$ cat src/rtl/irq_ctrl_if.sv
`default_nettype none
// ============================================================================
//  Module      : irq_ctrl_if
//  Description : Request/acknowledge bundle between interrupt sources, the
//                CPU side and the irq_ctrl priority interrupt controller.
//  Revision    : 1.0 - initial release
// ============================================================================
interface irq_ctrl_if #(
    parameter int N = 8
);
    localparam int c_vw = $clog2(N);

    logic [N-1:0]    IRQ;
    logic [N-1:0]    MASK;
    logic            WMASK;
    logic            INTA;
    logic            RTI;
    logic            REQI;
    logic [c_vw-1:0] VEC;
    logic [N-1:0]    PEND;
    logic [N-1:0]    INSRV;

    // Driving side: interrupt sources and the CPU
    modport master (
        output IRQ, MASK, WMASK, INTA, RTI,
        input  REQI, VEC, PEND, INSRV
    );

    // Controller side
    modport slave (
        input  IRQ, MASK, WMASK, INTA, RTI,
        output REQI, VEC, PEND, INSRV
    );
endinterface
`default_nettype wire

$ cat src/rtl/irq_ctrl.sv
`default_nettype none
// ============================================================================
//  Module      : irq_ctrl
//  Description : N-channel prioritised interrupt controller. Each request is
//                synchronised, glitch-filtered and edge-detected into PEND;
//                masked, priority-resolved against the in-service level and
//                presented to the CPU as REQI/VEC. INTA moves a channel from
//                pending to in service, RTI retires the highest-priority one.
//  Revision    : 1.0 - initial release
// ============================================================================
module irq_ctrl #(
    parameter int N    = 8,
    parameter int FILT = 2
) (
    input  logic       CLK,
    input  logic       RESET_N,
    irq_ctrl_if.slave  bus
);
    localparam int         c_vw       = $clog2(N);
    localparam logic [3:0] c_cnt_last = 4'(FILT - 1);

    logic [N-1:0]    r_sync1;
    logic [N-1:0]    r_sync2;
    logic [N-1:0]    r_mask;
    logic [N-1:0]    r_pend;
    logic [N-1:0]    r_insrv;
    logic            r_reqi;
    logic [c_vw-1:0] r_vec;

    logic [N-1:0]    w_filt;
    logic [N-1:0]    w_flip;
    logic [N-1:0]    w_rise;
    logic [N-1:0]    w_elig;
    logic [c_vw-1:0] w_vec;
    logic            w_ack;
    logic [N-1:0]    w_ack_bit;
    logic [N-1:0]    w_rti_bit;
    logic [N-1:0]    w_pend_nxt;
    logic [N-1:0]    w_insrv_nxt;

    // Two-flop synchroniser on every asynchronous request line
    always_ff @(posedge CLK or negedge RESET_N) begin
        if (!RESET_N) begin
            r_sync1 <= '0;
            r_sync2 <= '0;
        end else begin
            r_sync1 <= bus.IRQ;
            r_sync2 <= r_sync1;
        end
    end

    // Per-channel debounce: the filtered level only follows the synchronised
    // input after FILT consecutive samples disagree with it.
    generate
        for (genvar gi = 0; gi < N; gi++) begin : g_filt
            logic [3:0] r_cnt;
            logic       r_level;
            logic       w_diff;

            assign w_diff     = r_sync2[gi] ^ r_level;
            assign w_flip[gi] = w_diff && (r_cnt == c_cnt_last);
            assign w_filt[gi] = r_level;

            // Count disagreeing samples; any agreeing sample restarts the count
            always_ff @(posedge CLK or negedge RESET_N) begin
                if (!RESET_N) begin
                    r_cnt   <= '0;
                    r_level <= 1'b0;
                end else if (!w_diff) begin
                    r_cnt   <= '0;
                end else if (w_flip[gi]) begin
                    r_cnt   <= '0;
                    r_level <= r_sync2[gi];
                end else begin
                    r_cnt   <= r_cnt + 4'd1;
                end
            end
        end
    endgenerate

    // Rising edge of the filtered level, detected in the same cycle it flips
    // so the pending bit lands on the same edge as the filtered level.
    assign w_rise = w_flip & r_sync2;

    // A channel is eligible when pending, enabled, and strictly above the
    // current in-service level (no in-service bit at or below its index).
    always_comb begin : p_elig
        logic v_clear;
        v_clear = 1'b1;
        w_elig  = '0;
        for (int i = 0; i < N; i++) begin
            v_clear   = v_clear & ~r_insrv[i];
            w_elig[i] = r_pend[i] & r_mask[i] & v_clear;
        end
    end

    // Lowest-index eligible channel wins; zero when nothing is eligible
    always_comb begin
        w_vec = '0;
        for (int i = N - 1; i >= 0; i--) begin
            if (w_elig[i]) begin
                w_vec = c_vw'(i);
            end
        end
    end

    // Acknowledge only counts while a request is actually being presented
    assign w_ack       = bus.INTA & r_reqi;
    assign w_ack_bit   = w_ack ? (N'(1) << r_vec) : '0;
    // RTI retires the lowest set (highest priority) in-service bit
    assign w_rti_bit   = bus.RTI ? (r_insrv & (~r_insrv + N'(1))) : '0;
    // A new event on the channel being acknowledged survives the clear
    assign w_pend_nxt  = (r_pend & ~w_ack_bit) | w_rise;
    assign w_insrv_nxt = (r_insrv & ~w_rti_bit) | w_ack_bit;

    // Mask, pending/in-service bookkeeping and the registered CPU request
    always_ff @(posedge CLK or negedge RESET_N) begin
        if (!RESET_N) begin
            r_mask  <= '0;
            r_pend  <= '0;
            r_insrv <= '0;
            r_reqi  <= 1'b0;
            r_vec   <= '0;
        end else begin
            if (bus.WMASK) begin
                r_mask <= bus.MASK;
            end
            r_pend  <= w_pend_nxt;
            r_insrv <= w_insrv_nxt;
            r_reqi  <= |w_elig;
            r_vec   <= w_vec;
        end
    end

    assign bus.REQI  = r_reqi;
    assign bus.VEC   = r_vec;
    assign bus.PEND  = r_pend;
    assign bus.INSRV = r_insrv;

endmodule
`default_nettype wire
$ cat src/flat_wrapper.sv
// flat-port wrapper written by rule: the top's interface ports become plain ports
module irq_ctrl_flat 
#(
    parameter int N    = 8,
    parameter int FILT = 2
)
  (CLK, RESET_N, bus_IRQ, bus_MASK, bus_WMASK, bus_INTA, bus_RTI, bus_REQI, bus_VEC, bus_PEND, bus_INSRV);
  irq_ctrl_if #(.N(N)) bus_i ();
  input  logic CLK;
  input  logic RESET_N;
  input wire logic [$bits(bus_i.IRQ)-1:0] bus_IRQ;
  input wire logic [$bits(bus_i.MASK)-1:0] bus_MASK;
  input wire logic [$bits(bus_i.WMASK)-1:0] bus_WMASK;
  input wire logic [$bits(bus_i.INTA)-1:0] bus_INTA;
  input wire logic [$bits(bus_i.RTI)-1:0] bus_RTI;
  output wire logic [$bits(bus_i.REQI)-1:0] bus_REQI;
  output wire logic [$bits(bus_i.VEC)-1:0] bus_VEC;
  output wire logic [$bits(bus_i.PEND)-1:0] bus_PEND;
  output wire logic [$bits(bus_i.INSRV)-1:0] bus_INSRV;
  assign bus_i.IRQ = bus_IRQ;
  assign bus_i.MASK = bus_MASK;
  assign bus_i.WMASK = bus_WMASK;
  assign bus_i.INTA = bus_INTA;
  assign bus_i.RTI = bus_RTI;
  assign bus_REQI = bus_i.REQI;
  assign bus_VEC = bus_i.VEC;
  assign bus_PEND = bus_i.PEND;
  assign bus_INSRV = bus_i.INSRV;
  irq_ctrl #(.N(N), .FILT(FILT)) u_core (.CLK(CLK), .RESET_N(RESET_N), .bus(bus_i));
endmodule
$ cat config.mk
export PLATFORM = sky130hd
export DESIGN_NAME = irq_ctrl_flat
export DESIGN_NICKNAME = d
export VERILOG_FILES = /design/src/rtl/irq_ctrl_if.sv /design/src/rtl/irq_ctrl.sv /design/src/flat_wrapper.sv
export SDC_FILE = /design/constraint.sdc
export NUM_CORES = 1
export LEC_CHECK = 0
export CORE_MARGIN = 2
export CORE_UTILIZATION = 57
export CTS_BUF_LIST = sky130_fd_sc_hd__clkbuf_4
export CTS_CLUSTER_DIAMETER = 100
export DETAILED_ROUTE_END_ITERATION = 12
export PLACE_DENSITY = 0.8
export SETUP_SLACK_MARGIN = 0.15
export SLEW_MARGIN = 20
export SYNTH_ARGS = -nofsm -noshare
export SYNTH_HDL_FRONTEND = slang
export SYNTH_SLANG_ARGS = --single-unit
$ cat constraint.sdc
create_clock -name CLK -period 1.7 [get_ports CLK]
set_input_delay 0.51 -clock CLK [delete_from_list [all_inputs] [get_ports CLK]]
set_output_delay 0.51 -clock CLK [all_outputs]
set_load 0.05 [all_outputs]
# Yosys cells after proc, flatten, opt, wreduce, memory -nomap -nowiden

Index checks and enable logic that the tools add are counted.

Bits of input ports: 21
Register bits: 84
Output and inout port bits: 20

Bitwise logic cells: 49
$add $sub $neg: 9
Shift operators: 1
Muxes and demuxes: 26
Reductions and logical operators: 17
Eq/ne operators: 8

Operators with widths:

| operator                                             | count |
|---|---|
| two-way mux 4 bit                                    | 16 |
| adder 4 x 1 -> 4 bit (second input constant)         | 8 |
| AND 8 bit                                            | 4 |
| equality test 4 x 1 -> 1 bit (second input constant) | 8 |
| AND 1 bit                                            | 24 |
| two-way mux 3 bit                                    | 8 |
| NOT 8 bit                                            | 3 |
| two-way mux 8 bit                                    | 2 |
| OR 8 bit                                             | 2 |
| AND reduction 2 bit                                  | 8 |
| adder 8 x 1 -> 8 bit (second input constant)         | 1 |
| logical AND 1 bit                                    | 8 |
| NOT 1 bit                                            | 8 |
| OR reduction 8 bit                                   | 1 |
| << shifter 1 x 3 -> 8 bit (first input constant)     | 1 |
| XOR 1 bit                                            | 8 |

# Depth between registers and ports, before layout

Word-level depth: 17
Gate-level depth with buffers: 5
Depth with buffers taken out: 5

# Least setup slack after synthesis

OpenSTA, ideal clock, no wires.

Kind: flip-flop to flip-flop
Start: reg u_core.r_insrv[0], in the netlist u_core.bus.INSRV[0]
End: reg u_core.r_insrv[7], in the netlist u_core.bus.INSRV[7]
Cell stages (with the launch flop): 5
Required time: 1.578 ns
Buffers on the path: 0
Path slack: 0.044 ns
Clock period less this slack: 1.656 ns
Library setup time: 0.122 ns
Data arrival time: 1.534 ns
Path through: dfrtp_1 -> or3_4 -> nor4b_4 -> a21bo_2 -> nand2_1

Word-level cells in the longest chain between the ends: 7

RTL lines:

| item                      | RTL line        | RTL |
|---|---|---|
| from (decl)               | irq_ctrl.sv:26  | `logic [N-1:0] r_insrv;` |
| from (signal assigned)    | irq_ctrl.sv:129 | `r_insrv <= w_insrv_nxt;` |
| NOT 8 bit                 | irq_ctrl.sv:111 | `assign w_rti_bit = bus.RTI ? (r_insrv & (~r_insrv + N'(1))) : '0;` |
| adder 8 x 1 -> 8 bit      | irq_ctrl.sv:111 |  |
| AND 8 bit                 | irq_ctrl.sv:111 |  |
| two-way mux 8 bit         | irq_ctrl.sv:111 |  |
| NOT 8 bit                 | irq_ctrl.sv:114 | `assign w_insrv_nxt = (r_insrv & ~w_rti_bit) \| w_ack_bit;` |
| AND 8 bit                 | irq_ctrl.sv:114 |  |
| OR 8 bit                  | irq_ctrl.sv:114 |  |
| net u_core.w_insrv_nxt[7] | irq_ctrl.sv:39  | `logic [N-1:0] w_insrv_nxt;` |

The timed path passes the listed nets, and every way through them passes these cells.
A chain may end at the register's enable or synchronous reset.

# Worst setup path after layout

Ends and elaborated chain as after synthesis.

==> metrics.md <==
| Metric | Value |
|---|---|
| Crit path cell chain | `buf_4 > or3_4 > nor4b_4 > a21bo_2 > nand2_1` |
| Placed Instances | `418` |
| Critical path class | `flip-flop to flip-flop` |
| Distinct cells, synth | `31` |
| Crit-path max FO | `4` |
| Chip width | `81.85 um` |
| Die H | `just over 80 um` |
| Starting DRC count in detailed routing | `180` |
| Simple-Gate Fraction of Synth Area | `0.1644` |
| Final ANT Viol Nets | `0` |
| Sink Count | `84` |
| Yosys reg bits | `between 80 and 90` |
| Ys Warns | `0` |
| WL/cell | `about 16 um` |
| Fmax | `605.1 MHz` |
| Main synth FF type | `dfrtp_1` |
| GRT Total Usage | `0.2382` |
| Crit end category | `flip-flop` |
| Max Cap Violations | `0` |
| Max Buffers Root-to-Sink | `2` |
| Rows | `28` |
| Comb pwr share | `0.516` |
| Diode count | `0` |
| Syn Nets | `332` |
| Hold Startpoint | `u_core.r_sync1[0]` |
| EDFF count, synth | `0` |
| Post-Syn Instances | `295` |
| RR Endpoint | `u_core.bus.INSRV[7]` |
| Total internal power | `4909 uW` |
| RSZ-0062 raised after global routing | `yes` |
| Synth Cell Area | `3455 um^2` |
| H-tree levels | `3` |
| Root Buffer | `clkbuf_4` |
| Fin area | `4573 um^2` |
| Pleak | `0.002156 uW` |
| RR Startpoint | `u_core.bus.INSRV[0]` |
| Share of cells above drive strength 1 | `0.2454` |
| Final setup viols | `0` |
| Clock Power Share | `0.110` |
| Area growth, synth to finish | `32.38%` |
| Proportion of synthesized area in mux cells | `0.02608` |
| Vias | `2511` |
| Placed cell areas | `4250 um^2` |
| Ys async rst share | `1.000` |
| Largest family of logic cells by synthesized area | `simple AND/OR/NAND/NOR gates` |
| Largest net degree at the start of global routing | `33` |
| Pwr dens | `~1800 nW/um^2` |
| Status | `completed` |
| HPWL after detailed placement | `4857 um` |
| Avg Vias per Cell | `5.483` |
| Setup WS post-layout | `0.04737 ns` |
| Compound-Gate Fraction of Synth Area | `0.06157` |
| Buffers on Ports | `40` |
| Max-slew headroom | `0.7235` |
| Measured slew at the worst slew-check pin | `0.4139 ns` |
| Crit-path slowest cell | `dfrtp_2` |
| Top Ports | `41` |
| Net switching power | `3405 uW` |
| Synthesized area per cell | `about 12 um^2` |
| Crit path required time | `2.01 ns` |
| Initial antenna violation count | `0` |
| NumNets Final | `415` |
| Die footprint | `6699 um^2` |
| WP data arrival | `between 1.5 and 2 ns` |
| Final Skew | `0.01397 ns` |
| Max-slew violations | `0` |
| Reg2Reg Setup Slack | `0.05 ns` |
| Final Non-Filler Cells | `458` |
| Sequential share of the synthesized area | `0.6085` |
| Power Total | `slightly above 8000 uW` |
| First-pass GRT wire length | `around 12000 um` |
| Drt first pass iters | `4` |
| CTS tree | `yes` |
| Vias in the first global route | `2573` |
| Initial Util | `0.5869` |
| Period utilization | `0.9721` |
| Seq pwr share | `0.374` |
| Clock transition at path regs | `0.12 ns` |
| Gr ovfl total | `0` |
| CP max stage delay | `0.43 ns` |
| Core ar. | `5886 um^2` |
| Synthesized-area fraction occupied by adder cells | `0.05795` |
| Hold Crit Class | `flip-flop to flip-flop` |
| Final Hold Viols | `0` |
| Worst VDD drop | `1255 uV` |
| Total CTS buffers | `9` |
| Crit path launch type | `flip-flop` |
| Min-Delay Path Depth | `0` |
| GP Congestion | `0.8898` |
| Sw frac | `0.4096` |
| Setup slack at placement | `-0.08906 ns` |
| Clk_lat worst skew | `0.42 ns` |
| # DRC | `0` |
| Worst R2R Path Depth | `5` |
| Final Routed Wirelength | `between 7000 and 8000 um` |
| Crit path time final | `1.653 ns` |
| Hold Path Sink | `u_core.r_sync2[0]` |
| Post-Synth XOR/XNOR Area | `0.06085` |
-- routing by layer --
metal  wire length [um]  track usage  vias to the layer above
met5                  0            0                        -
met4                135      0.08333                        0
met3                474      0.07582                       12
met2               3692       0.3821                       99
met1               2909       0.3070                     1244
li1                   -            -                     1156
-- cells in the final DEF, fill, tap and decap left out, types with 2 or more instances in the layout --
| cell type | netlist | layout |
|---|---|---|
| buf_12 | 0 | 23 |
| nor3_1 | 3 | 2 |
| dfrtp_1 | 84 | 73 |
| nand2b_1 | 8 | 8 |
| clkinv_1 | 0 | 3 |
| nor2b_1 | 2 | 2 |
| xnor2_1 | 8 | 8 |
| ha_1 | 16 | 16 |
| nor3b_2 | 0 | 3 |
| inv_1 | 18 | 18 |
| clkbuf_4 | 0 | 9 |
| nor3b_1 | 8 | 5 |
| a32o_1 | 8 | 8 |
| nand2_1 | 33 | 33 |
| clkinv_2 | 0 | 3 |
| nor2_1 | 39 | 39 |
| nand3_1 | 12 | 12 |
| dfrtp_2 | 0 | 11 |
| xor2_1 | 16 | 16 |
| mux2_2 | 8 | 8 |
| buf_4 | 0 | 29 |
| nand3b_1 | 3 | 3 |
| clkdlybuf4s50_1 | 0 | 19 |
| o21ai_0 | 13 | 13 |
-- power by group through the flow --
stage	clock (uW)	sequential (uW)	combinational, uW
4_1_cts	933	3090	4070
2_1_floorplan	0	3750	1460
6_report	913	3110	4290
3_5_place_dp	0	3250	3600
5_1_grt	1030	3180	4620
3_3_place_gp	0	3210	3500
-- cells in the mapped netlist, drive strengths merged (2+ instances only) --
cell type  instances  share of area
nand2b             8          0.014
nor3b              8          0.017
a21oi              2         0.0029
mux2               8          0.026
nand3b             3         0.0065
a32o               8          0.023
nor2b              2         0.0036
ha                16          0.058
nor2              39          0.042
o21ai             13          0.019
nand3             12          0.017
nand2             33          0.036
inv               18          0.020
dfrtp             84           0.61
xor2              16          0.041
xnor2              8          0.020
nor3               3         0.0043
-- state kept, by name (all words and copies together), names as in the netlist --
signal and cells:
u_core.bus.PEND 8, u_core.r_sync1 8, u_core.r_sync2 8, u_core.bus.REQI 1, u_core.r_mask 8, u_core.bus.INSRV 8, u_core.bus.VEC 3, u_core.g_filt.r_level 8
u_core.g_filt.r_cnt 32
-- metrics by stage --
| step | hold WS, ns | util | TNS (ns) |
|---|---|---|---|
| global route | 0.3741 | 0.7770 | 0 |
| global placement | 0.3321 | 0.7222 | 0 |
| floorplan | 0.2144 | - | 0 |
| CTS | 0.3631 | 0.7679 | 0 |
| finish | 0.3614 | 0.7770 | 0 |
| detailed placement | 0.3347 | 0.7222 | -0.2393 |
-- logic make-up after synthesis --
| logic type | Yosys count |
|---|---|
| simple gates | 114 |
| flops | 84 |
| compound gates | 30 |
| xor+xnor | 24 |
| buf+inv | 19 |
| fa+ha+maj | 16 |
| mux | 8 |
-- layout make-up --
type	instances	area (um^2)
fillers	359	1313
clock inverters	7	33.78
inverters	18	67.56
clock buffers	9	67.56
multi-input cells	192	1305
repair buffers	73	889.6
well taps	75	93.84
flip-flops and latches	84	2116
-- critical path: cells and delay by family (launching register included) --
family	cells	cell delay (ns)
AND/OR/NAND/NOR	3	0.78
flip-flops	1	0.43
AO/OA/AOI/OAI	1	0.18
buffers and inverters	1	0.15
-- worst max path at each step --
stage	depth (start not counted)	endpoint	from	slack, ns
6_report	5	u_core.bus.INSRV[7]	u_core.bus.INSRV[0]	0.05
5_1_grt	5	u_core.bus.VEC[1]	u_core.bus.INSRV[0]	0.02
4_1_cts	2	bus_INSRV[0]	u_core.bus.INSRV[0]	0.05
3_5_place_dp	6	u_core.bus.PEND[3]	bus_INTA	-0.09
3_3_place_gp	6	u_core.bus.PEND[3]	bus_INTA	0.02
2_1_floorplan	4	u_core.bus.INSRV[7]	u_core.bus.INSRV[2]	0.15
-- repair_timing --
| action | CTS | global route |
|---|---|---|
| cloned | 0 | 0 |
| setup endpoints to repair | 20 | 37 |
| buffers inserted | 19 | 4 |
| resized for setup | 10 | 5 |
| pin swaps | 0 | 3 |
| hold buffers | 1 | 0 |
| hold endpoints to repair | 24 | 0 |
Note: power is estimated with default switching activity, not from simulation.
